`config.mk`:
```
export PLATFORM = sky130hd
export DESIGN_NAME = soc_bus_node
export DESIGN_NICKNAME = d
export VERILOG_FILES = /design/src/rtl/soc_bus_node.sv
export SDC_FILE = /design/constraint.sdc
export NUM_CORES = 1
export LEC_CHECK = 0
export ABC_AREA = 1
export CORE_AREA = 5 5 316 318
export DETAILED_ROUTE_END_ITERATION = 8
export DIE_AREA = 0 0 321 323
export HOLD_SLACK_MARGIN = 0.03
export SYNTH_ARGS = -nofsm -noshare
export SYNTH_HDL_FRONTEND = slang
export SYNTH_SLANG_ARGS = --single-unit
```
`constraint.sdc`:
```
create_clock -name clk -period 6.2 [get_ports clk]
set_input_delay 1.24 -clock clk [delete_from_list [all_inputs] [get_ports clk]]
set_output_delay 1.24 -clock clk [all_outputs]
set_load 0.02 [all_outputs]
```
`src/rtl/soc_bus_node.sv`:
```
// ---------------------------------------------------------------------------
// soc_bus_node
//   Request/grant interconnect node. It routes NB_MASTER initiators to
//   NB_SLAVE address regions. Each request is decoded against run-time
//   [start, end] bounds, and the lowest matching region wins. Each slave has
//   its own round-robin arbiter. Responses return to the master recorded as
//   the slave's owner. Unmapped requests are granted at once and answered
//   one cycle later by a local error responder.
//
//   Optional feature (macro BUS_NODE_TIMEOUT_EN): a per-slave response
//   watchdog. It errors out the owner after TIMEOUT_CYCLES and then silently
//   drops the late response.
//
// Ports
//   clk, rst_n                    clock, async active-low reset
//   start_addr_i / end_addr_i     per-slave inclusive region bounds
//   m_req_i, m_addr_i, m_we_i,    master request and payload
//   m_be_i, m_wdata_i
//   m_gnt_o                       master request accepted
//   m_rvalid_o, m_rdata_o,        master response (m_err_o qualified by
//   m_err_o                       m_rvalid_o)
//   s_req_o, s_addr_o, s_we_o,    forwarded request to each slave
//   s_be_o, s_wdata_o
//   s_gnt_i, s_rvalid_i,          slave accept / response
//   s_rdata_i
// ---------------------------------------------------------------------------
module soc_bus_node #(
   parameter int NB_MASTER      = 3,
   parameter int NB_SLAVE       = 3,
   parameter int ADDR_WIDTH     = 32,
   parameter int DATA_WIDTH     = 32,
   parameter int TIMEOUT_CYCLES = 255
) (
   input  logic                                  clk,
   input  logic                                  rst_n,
   input  logic [NB_SLAVE-1:0][ADDR_WIDTH-1:0]   start_addr_i,
   input  logic [NB_SLAVE-1:0][ADDR_WIDTH-1:0]   end_addr_i,
   input  logic [NB_MASTER-1:0]                  m_req_i,
   input  logic [NB_MASTER-1:0][ADDR_WIDTH-1:0]  m_addr_i,
   input  logic [NB_MASTER-1:0]                  m_we_i,
   input  logic [NB_MASTER-1:0][DATA_WIDTH/8-1:0] m_be_i,
   input  logic [NB_MASTER-1:0][DATA_WIDTH-1:0]  m_wdata_i,
   output logic [NB_MASTER-1:0]                  m_gnt_o,
   output logic [NB_MASTER-1:0]                  m_rvalid_o,
   output logic [NB_MASTER-1:0][DATA_WIDTH-1:0]  m_rdata_o,
   output logic [NB_MASTER-1:0]                  m_err_o,
   output logic [NB_SLAVE-1:0]                   s_req_o,
   output logic [NB_SLAVE-1:0][ADDR_WIDTH-1:0]   s_addr_o,
   output logic [NB_SLAVE-1:0]                   s_we_o,
   output logic [NB_SLAVE-1:0][DATA_WIDTH/8-1:0] s_be_o,
   output logic [NB_SLAVE-1:0][DATA_WIDTH-1:0]   s_wdata_o,
   input  logic [NB_SLAVE-1:0]                   s_gnt_i,
   input  logic [NB_SLAVE-1:0]                   s_rvalid_i,
   input  logic [NB_SLAVE-1:0][DATA_WIDTH-1:0]   s_rdata_i
);

   localparam int MW = (NB_MASTER > 1) ? $clog2(NB_MASTER) : 1;
   localparam int SW = (NB_SLAVE > 1) ? $clog2(NB_SLAVE) : 1;
   localparam int BW = DATA_WIDTH / 8;
   localparam logic [DATA_WIDTH-1:0] ERR_DATA = DATA_WIDTH'(32'hBADACCE5);

   typedef struct packed {
      logic [ADDR_WIDTH-1:0] addr;
      logic                  we;
      logic [BW-1:0]         be;
      logic [DATA_WIDTH-1:0] wdata;
   } req_t;

   req_t [NB_MASTER-1:0]          m_pl;
   logic [NB_MASTER-1:0]          out_q, out_d;     // master OUTSTANDING
   logic [NB_MASTER-1:0]          err_q, err_d;     // error response due
   logic [NB_SLAVE-1:0]           busy_q, busy_d;
   logic [NB_SLAVE-1:0][MW-1:0]   owner_q, owner_d;
   logic [NB_SLAVE-1:0][MW-1:0]   rr_q, rr_d;
   logic [NB_SLAVE-1:0][MW-1:0]   win;
   logic [NB_MASTER-1:0]          hit, elig;
   logic [NB_MASTER-1:0][SW-1:0]  sel;
   logic [NB_SLAVE-1:0]           cand, hs, drop, tout;

   for (genvar m = 0; m < NB_MASTER; m++) begin : g_mst
      assign m_pl[m] = '{addr: m_addr_i[m], we: m_we_i[m],
                         be: m_be_i[m], wdata: m_wdata_i[m]};
   end

   // Address decode: scan downwards so the lowest matching region wins.
   always_comb begin
      hit = '0;
      sel = '0;
      for (int m = 0; m < NB_MASTER; m++) begin
         for (int k = NB_SLAVE - 1; k >= 0; k--) begin
            if (m_addr_i[m] >= start_addr_i[k] && m_addr_i[m] <= end_addr_i[k]) begin
               hit[m] = 1'b1;
               sel[m] = SW'(k);
            end
         end
      end
   end

   assign elig = m_req_i & ~out_q;

   // Round-robin search starting at rr_q[k].
   always_comb begin
      int idx;
      idx  = 0;
      cand = '0;
      win  = '0;
      for (int k = 0; k < NB_SLAVE; k++) begin
         for (int i = 0; i < NB_MASTER; i++) begin
            idx = (int'(rr_q[k]) + i) % NB_MASTER;
            if (!cand[k] && elig[idx] && hit[idx] && sel[idx] == SW'(k)) begin
               cand[k] = 1'b1;
               win[k]  = MW'(idx);
            end
         end
      end
   end

   // A BUSY slave may be re-issued in the cycle its response arrives.
   assign s_req_o = cand & (~busy_q | s_rvalid_i);
   assign hs      = s_req_o & s_gnt_i;

   for (genvar k = 0; k < NB_SLAVE; k++) begin : g_slv
      req_t pl;
      assign pl           = s_req_o[k] ? m_pl[win[k]] : req_t'('0);
      assign s_addr_o[k]  = pl.addr;
      assign s_we_o[k]    = pl.we;
      assign s_be_o[k]    = pl.be;
      assign s_wdata_o[k] = pl.wdata;
   end

   // Unmapped requests are accepted immediately by the error responder.
   assign err_d = elig & ~hit;

   always_comb begin
      m_gnt_o = err_d;
      for (int k = 0; k < NB_SLAVE; k++)
         if (hs[k]) m_gnt_o[win[k]] = 1'b1;
   end

   always_comb begin
      m_rvalid_o = err_q;
      m_err_o    = err_q;
      for (int m = 0; m < NB_MASTER; m++)
         m_rdata_o[m] = err_q[m] ? ERR_DATA : '0;
      for (int k = 0; k < NB_SLAVE; k++) begin
         if (busy_q[k] && s_rvalid_i[k] && !drop[k]) begin
            m_rvalid_o[owner_q[k]] = 1'b1;
            m_rdata_o[owner_q[k]]  = s_rdata_i[k];
         end
         if (tout[k]) begin
            m_rvalid_o[owner_q[k]] = 1'b1;
            m_err_o[owner_q[k]]    = 1'b1;
         end
      end
   end

   always_comb begin
      out_d   = (out_q & ~m_rvalid_o) | m_gnt_o;
      busy_d  = busy_q;
      owner_d = owner_q;
      rr_d    = rr_q;
      for (int k = 0; k < NB_SLAVE; k++) begin
         if (hs[k]) begin
            busy_d[k]  = 1'b1;
            owner_d[k] = win[k];
            rr_d[k]    = MW'((int'(win[k]) + 1) % NB_MASTER);
         end else if (s_rvalid_i[k]) begin
            busy_d[k]  = 1'b0;
         end
      end
   end

   always_ff @(posedge clk or negedge rst_n) begin
      if (!rst_n) begin
         out_q   <= '0;
         err_q   <= '0;
         busy_q  <= '0;
         owner_q <= '0;
         rr_q    <= '0;
      end else begin
         out_q   <= out_d;
         err_q   <= err_d;
         busy_q  <= busy_d;
         owner_q <= owner_d;
         rr_q    <= rr_d;
      end
   end

`ifdef BUS_NODE_TIMEOUT_EN
   localparam int CW = $clog2(TIMEOUT_CYCLES + 1);
   logic [NB_SLAVE-1:0][CW-1:0] cnt_q, cnt_d;
   logic [NB_SLAVE-1:0]         drop_q, drop_d, tout_q, tout_d;

   // Count starts at 1 in the first cycle after the grant. Reaching the
   // limit without a response raises a one-cycle error pulse to the owner.
   // The slave then stays BUSY in drop mode until its late response arrives.
   always_comb begin
      cnt_d  = cnt_q;
      drop_d = drop_q;
      tout_d = '0;
      for (int k = 0; k < NB_SLAVE; k++) begin
         if (hs[k]) begin
            cnt_d[k]  = CW'(1);
            drop_d[k] = 1'b0;
         end else if (busy_q[k] && s_rvalid_i[k]) begin
            cnt_d[k]  = '0;
            drop_d[k] = 1'b0;
         end else if (busy_q[k] && !drop_q[k]) begin
            if (cnt_q[k] == CW'(TIMEOUT_CYCLES)) begin
               drop_d[k] = 1'b1;
               tout_d[k] = 1'b1;
            end else begin
               cnt_d[k] = cnt_q[k] + CW'(1);
            end
         end
      end
   end

   always_ff @(posedge clk or negedge rst_n) begin
      if (!rst_n) begin
         cnt_q  <= '0;
         drop_q <= '0;
         tout_q <= '0;
      end else begin
         cnt_q  <= cnt_d;
         drop_q <= drop_d;
         tout_q <= tout_d;
      end
   end

   assign drop = drop_q;
   assign tout = tout_q;
`else
   logic unused_tmo;
   assign drop       = '0;
   assign tout       = '0;
   assign unused_tmo = (TIMEOUT_CYCLES != 0);
`endif

endmodule

```
==> results of run 1 <==
-- cell type report --
type / instances / area, um2 / area share (%)
diodes: 21 / 52.6 / 0.116
flip-flops and latches: 21 / 526 / 1.16
clock buffers: 4 / 78.8 / 0.174
inverters: 484 / 1890 / 4.17
well taps: 1276 / 1600 / 3.53
multi-input cells: 4037 / 26800 / 59.2
repair buffers: 1447 / 14300 / 31.7
-- per-stage QoR --
step | utilization [%] | area [um2]
after floorplan | - | 25600
after global placement | 40.2 | 38700
after detailed placement | 40.2 | 38700
after CTS | 42.4 | 40800
after global routing | 47.0 | 45200
final | 47.0 | 45200
-- flip-flops by register name, summed over array words and instances, names as in the netlist --
| register | cells |
|---|---|
| m_err_o | 3 |
| owner_q | 6 |
| busy_q | 3 |
| rr_q | 6 |
| out_q | 3 |
-- worst min path at each step --
stage / from / end / slack [ps] / depth (start not counted)
after floorplan: out_q[2] / out_q[2] / 470 / 2
after global placement: out_q[2] / out_q[2] / 480 / 2
after detailed placement: out_q[2] / out_q[2] / 480 / 2
after CTS: out_q[2] / out_q[2] / 500 / 2
after global routing: owner_q[2] / owner_q[2] / 550 / 2
final: out_q[2] / out_q[2] / 520 / 2
-- worst max-delay path, cell delays in order --
cell and delay, ps:
clkdlybuf4s50_1 480, inv_2 70, ha_1 330, a21o_1 160
nor2_1 140, nand3_2 140, nand2_2 110, nand2_2 70
nand2_2 90, nand2_4 80, nand2_8 90, nand3_4 110
nand2_2 90, nand3_2 120, nor2_4 170, inv_2 80
nand3_4 130, nand3_4 180, nand2_8 180, buf_16 170
buf_8 120, nand2_1 50, nand2_1 70, nand2_1 80
nor2_2 140, buf_4 130, buf_12 130
-- cell families (layout without fill, tap and decap cells) --
family | Yosys count | after routing
and+or+nand+nor | 2732 | 2733
AOI/OAI and AO/OA | 713 | 713
buffers and inverters | 695 | 1935
adders and majority gates | 591 | 591
DFF | 21 | 21
other | 0 | 21
-- placed cells by master (no fill, tap or decap), types with 11 or more instances in the layout --
cell / instances
nand2_1: 1341
nor2_1: 663
buf_4: 490
ha_1: 404
clkdlybuf4s50_1: 353
a21oi_1: 304
inv_1: 299
nand3_1: 270
ha_4: 183
inv_2: 157
dlymetal6s2s_1: 137
nand2_2: 134
buf_6: 131
o21ai_0: 128
nor2_2: 109
buf_2: 95
buf_12: 77
a21oi_2: 74
dlygate4sd2_1: 69
nand4_1: 53
nor2_4: 49
clkbuf_2: 43
o21ai_1: 41
a31oi_1: 39
nand2_4: 36
o21a_1: 32
o22ai_1: 26
diode_2: 21
dfrtp_1: 21
o32ai_1: 18
nand3_2: 17
buf_16: 16
nand3_4: 15
clkbuf_16: 14
inv_4: 12
o21bai_1: 11
a21o_1: 11
a21oi_4: 11
-- report_power, final --
group	internal [mW]	switching, mW	leakage [nW]
Clock	0.0876	0.0504	0.0383
Sequential	0.190	0.0401	0.272
Combinational	6.96	10.0	23.2
-- what timing repair did --
item / CTS / global route
gates resized for setup: 1186 / 1044
cloned: 17 / 11
setup endpoints to repair: 213 / 214
pin swaps: 107 / 314
buffers inserted: 78 / 62
-- routing by layer --
metal | track usage (%) | up-vias | wire length [um]
met1 | 34.4 | 17300 | 63800
met4 | 8.68 | 4 | 5860
met2 | 45.5 | 1808 | 72800
li1 | - | 18100 | -
met5 | 0 | - | 27
met3 | 6.25 | 319 | 15500
==> run metrics, run 1 <==
main flop type after synthesis=dfrtp_1; mux cell area share after synthesis=0%; R2R Path Start=rr_q[0]; most common library cells after synthesis=nand2_1, nor2_1, ha_1; max-cap violations=0; worst-margin pin slew=1040 ps; fillers=9844; Final Wtd Congestion=0.967; Syn. warnings=0; WP data required=4960 ps; total grt overflow=0; final hold violation count=0; max-slew violation count=0; GRT Overall Usage=27.1%; Ports=821; # nets final=7091; Placed Cells=7110; Clock transition at path regs=60 ps; hold_buf cts=0; Die H=323 um; Max Freq=160 MHz; largest net degree at the start of global routing=66; final std cells w/o fill=7290; Lkg Pwr=23.5 nW; critical path type=primary input to output port; largest family of logic cells by synthesized area=simple AND/OR/NAND/NOR gates; register area share after synthesis=2.05%; final worst setup slack=-43.8 ps; Core ar.=96300 um2; Power, Total=17.4 mW; XOR/XNOR Fraction of Synth Area=0%; Power Density=384 nW/um2; clock sink total=21; share of cells above drive strength 1=29.0%; Worst Setup End Kind=output port; htree depth=1; vias per cell=5.15; number of synthesized flops with an enable pin=0; Skew-Pair Late Insertion Delay=250 ps; largest area contributor in the netlist=ha_1; area share of the largest cell type after synthesis=28.8%; ANT nets after route=0; Starting Density=26.6%; worst path arrival time=5000 ps; Die Area=104000 um2; Post-Syn Area per Cell=5.40 um2; vias in the first global route=34.8k; count leader, synth=nand2_1; row cnt=114; Critical Path Start=start_addr_i[39]; Die W=321 um; clock buffer depth=2; HPWL Detailed=122 mm; post-synthesis compound-gate area fraction=15.1%; crit path max fanout=7; Yosys cell types=48; Hold Crit Class=flip-flop to flip-flop; input/output buffers=820; status=complete, but fails checks; final setup fails=3; final setup skew=4.26 ps; Area contributors post-synth=ha_1, nand2_1, nor2_1; Tmin final=6240 ps; Synth Area in Adders=28.8%; wirelength, routed=158 mm; headroom to the max-slew limit=30.4%; TritonRoute pass-1 iters=6; WL/cell=21.7 um; Net Count, Synth=5849; CTS tree=built; Synth Area in Simple Gates=42.8%; DR vias=37.5k; CTS buffer count=3; crit path to=s_addr_o[83]; Area Growth Syn to Fin=76.4%; DRC=0; worst reg-to-reg path cell count=30; Sum Neg Setup Slack=-86.3 ps; Seq cells post-synth=21; type of origin of the critical path=primary input; Reg2Reg Setup Slack=1350 ps; post-synthesis cell area=25600 um2; antenna violations before repair=17; fin crit share=101%; first-pass GRT wire length=217 mm; Max IR drop VDD=0.000453 V; reg2reg end=out_q[0]; Synth async-reset ratio=100%; unrepaired setup endpoints after global routing=true; Mapped Cells=4752; final hold slack=524 ps; failing checks=setup timing; initial drt markers=3234; worst slack, placed=-987 ps; Root Driver=clkbuf_16
Note: power is estimated with default switching activity, not from simulation.
==> run 2, diff against run 1 <==
- SKIP_CTS_REPAIR_TIMING: default -> 1
==> run 2 against run 1 <==
Against the previous run:
- the run still ends with setup timing left
- non-clock buffer count down 87
- critical path depth up 1
- register-to-register slack better by 1500 ps
- count of clock-buffer cells in the layout unchanged
- total power down 4.8%
- worst setup slack worse by 260 ps
- worst hold slack better by 2.7 ps
- largest power group unchanged
- sequential power about the same
- clock skew up 5.6 ps
- die area unchanged
- largest cell class unchanged
- sequential share of layout area up 0.11 points
- critical endpoint is now m_gnt_o[0]
- global-route usage down 1.2 points
==> run metrics, run 2 (synthesis gave the netlist of run 1 again) <==
headroom to the max-slew limit=30.7% (was 30.4%); Starting Density=26.6% (unchanged); input/output buffers=820 (unchanged); Die W=321 um (unchanged); Power, Total=16.5 mW (was 17.4 mW); Lkg Pwr=23.4 nW (was 23.5 nW); TritonRoute pass-1 iters=6 (unchanged); HPWL Detailed=122 mm (unchanged); final worst setup slack=-302 ps (was -43.8 ps); fin crit share=105% (was 101%); critical path type=primary input to output port (unchanged); share of cells above drive strength 1=16.0% (was 29.0%); ANT nets after route=0 (unchanged); worst slack, placed=-987 ps (unchanged); crit path max fanout=12 (was 7); CTS buffer count=3 (unchanged); Max Freq=154 MHz (was 160 MHz); Final Wtd Congestion=0.967 (unchanged); final hold violation count=0 (unchanged); WL/cell=21.1 um (was 21.7 um); wirelength, routed=152 mm (was 158 mm); max-slew violation count=0 (unchanged); # nets final=7003 (was 7091); antenna violations before repair=13 (was 17); final setup skew=9.82 ps (was 4.26 ps); fillers=10.2k (was 9844); Area Growth Syn to Fin=60.7% (was 76.4%); Clock transition at path regs=60 ps (about the same); first-pass GRT wire length=208 mm (was 217 mm); htree depth=1 (unchanged); CTS tree=built (unchanged); cell area after layout=41200 um2 (was 45200 um2); Ports=821 (unchanged); GRT Overall Usage=25.8% (was 27.1%); vias per cell=5.03 (was 5.15); Hold Crit Class=flip-flop to flip-flop (unchanged); DRC=0 (unchanged); Max IR drop VDD=0.000444 V (was 0.000453 V); Power Density=401 nW/um2 (was 384 nW/um2); Root Driver=clkbuf_16 (unchanged); Core ar.=96300 um2 (unchanged); type of origin of the critical path=primary input (unchanged); worst-margin pin slew=1040 ps (about the same); Worst Setup End Kind=output port (unchanged); Die Area=104000 um2 (unchanged); row cnt=114 (unchanged); initial drt markers=3411 (was 3234); WP data required=4960 ps (about the same); clock sink total=21 (unchanged); final hold slack=526 ps (was 524 ps); vias in the first global route=33.5k (was 34.8k); commonest cells after routing, fill and taps aside=nand2_1, nor2_1, ha_1, clkdlybuf4s50_1, buf_4 (was nand2_1, nor2_1, buf_4, ha_1, clkdlybuf4s50_1); Reg2Reg Setup Slack=2870 ps (was 1350 ps); worst path arrival time=5260 ps (was 5000 ps); Tmin final=6500 ps (was 6240 ps); Placed Area=38700 um2 (unchanged); Die H=323 um (unchanged); status=complete, but fails checks (unchanged); DR vias=36.2k (was 37.5k); clock buffer depth=2 (unchanged); total grt overflow=0 (unchanged); Largest regs=owner_q: 6 flops, rr_q: 6 flops (unchanged); unrepaired setup endpoints after global routing=true (unchanged); failing checks=setup timing (unchanged); max-cap violations=0 (unchanged); largest net degree at the start of global routing=66 (unchanged); most common cell after layout, fill and taps aside=nand2_1 (unchanged); Skew-Pair Late Insertion Delay=260 ps (was 250 ps); final setup fails=200 (was 3)
[run 2: changes by cell type in the layout (fill, tap and decap cells not counted), sizes merged, moves of 4 or more]
cell,previous run,this run
buf,815,617
clkdlybuf4s50,353,540
dlygate4sd2,69,0
dlymetal6s2s,137,168
clkbuf,58,39
clkdlybuf4s15,15,0
diode,21,14
bufbuf,4,0
[run 2: metrics by stage]
stage,instances,utilization [%],TNS (ps)
after global routing,7189,42.8,-63030
after CTS,7114,40.3,-152290
after global placement,7110,40.2,-145710
after floorplan,4752,-,0
after detailed placement,7110,40.2,-147290
final,7195,42.8,-24080
[run 2: per-layer routing]
layer | global-route usage, % | routed length (um) | vias to the layer above
li1 | - | - | 17900
met1 | 33.1 | 63200 | 16500
met2 | 43.4 | 68900 | 1600
met3 | 5.92 | 14300 | 250
met4 | 7.90 | 5260 | 6
met5 | 0 | 41 | -
[run 2: report_power, final]
part / leakage, nW / internal [mW] / switching (mW) / total (mW)
registers: 0.272 / 0.190 / 0.0387 / 0.229
logic: 23.1 / 6.62 / 9.53 / 16.2
clock network: 0.0382 / 0.0877 / 0.0529 / 0.141
[run 2: cell type report]
class	count	area, um2	area share (%)
diodes	14	35.0	0.0850
flip-flops and latches	21	526	1.28
clock buffers	4	78.8	0.191
repair buffers	1360	13800	33.6
multi-input cells	4036	23300	56.5
inverters	484	1840	4.47
well taps	1276	1600	3.87
[run 2: final timing paths]
| kind | startpoint | endpoint | cells after the start |
|---|---|---|---|
| setup / recovery | end_addr_i[81] | m_gnt_o[0] | 28 |
| hold / removal | owner_q[1] | owner_q[1] | 2 |
| setup reg to reg | rr_q[1] | out_q[0] | 21 |
| hold reg to reg | owner_q[1] | owner_q[1] | 2 |
| max in group asynchronous | rst_n | m_err_o[0] | 1 |
| min in group asynchronous | rst_n | owner_q[0] | 1 |
[run 2: worst max-delay path, cell delays in order]
cell and delay, ps:
clkdlybuf4s50_1 580, inv_1 160, ha_4 300, nand4_1 200, nor4_4 370, buf_4 180
nand2_1 50, nand2_1 60, nand2_1 50, nand2_2 130, inv_2 50, nand3_2 70
nand2_1 60, nand2_1 80, nand2_2 90, nand3_4 110, nand3_1 160, nand3_4 140
o21ai_4 110, buf_12 170, buf_16 150, buf_4 140, ha_1 170, nand4_1 80
nand2_1 70, inv_1 70, nand3_1 60, buf_4 160
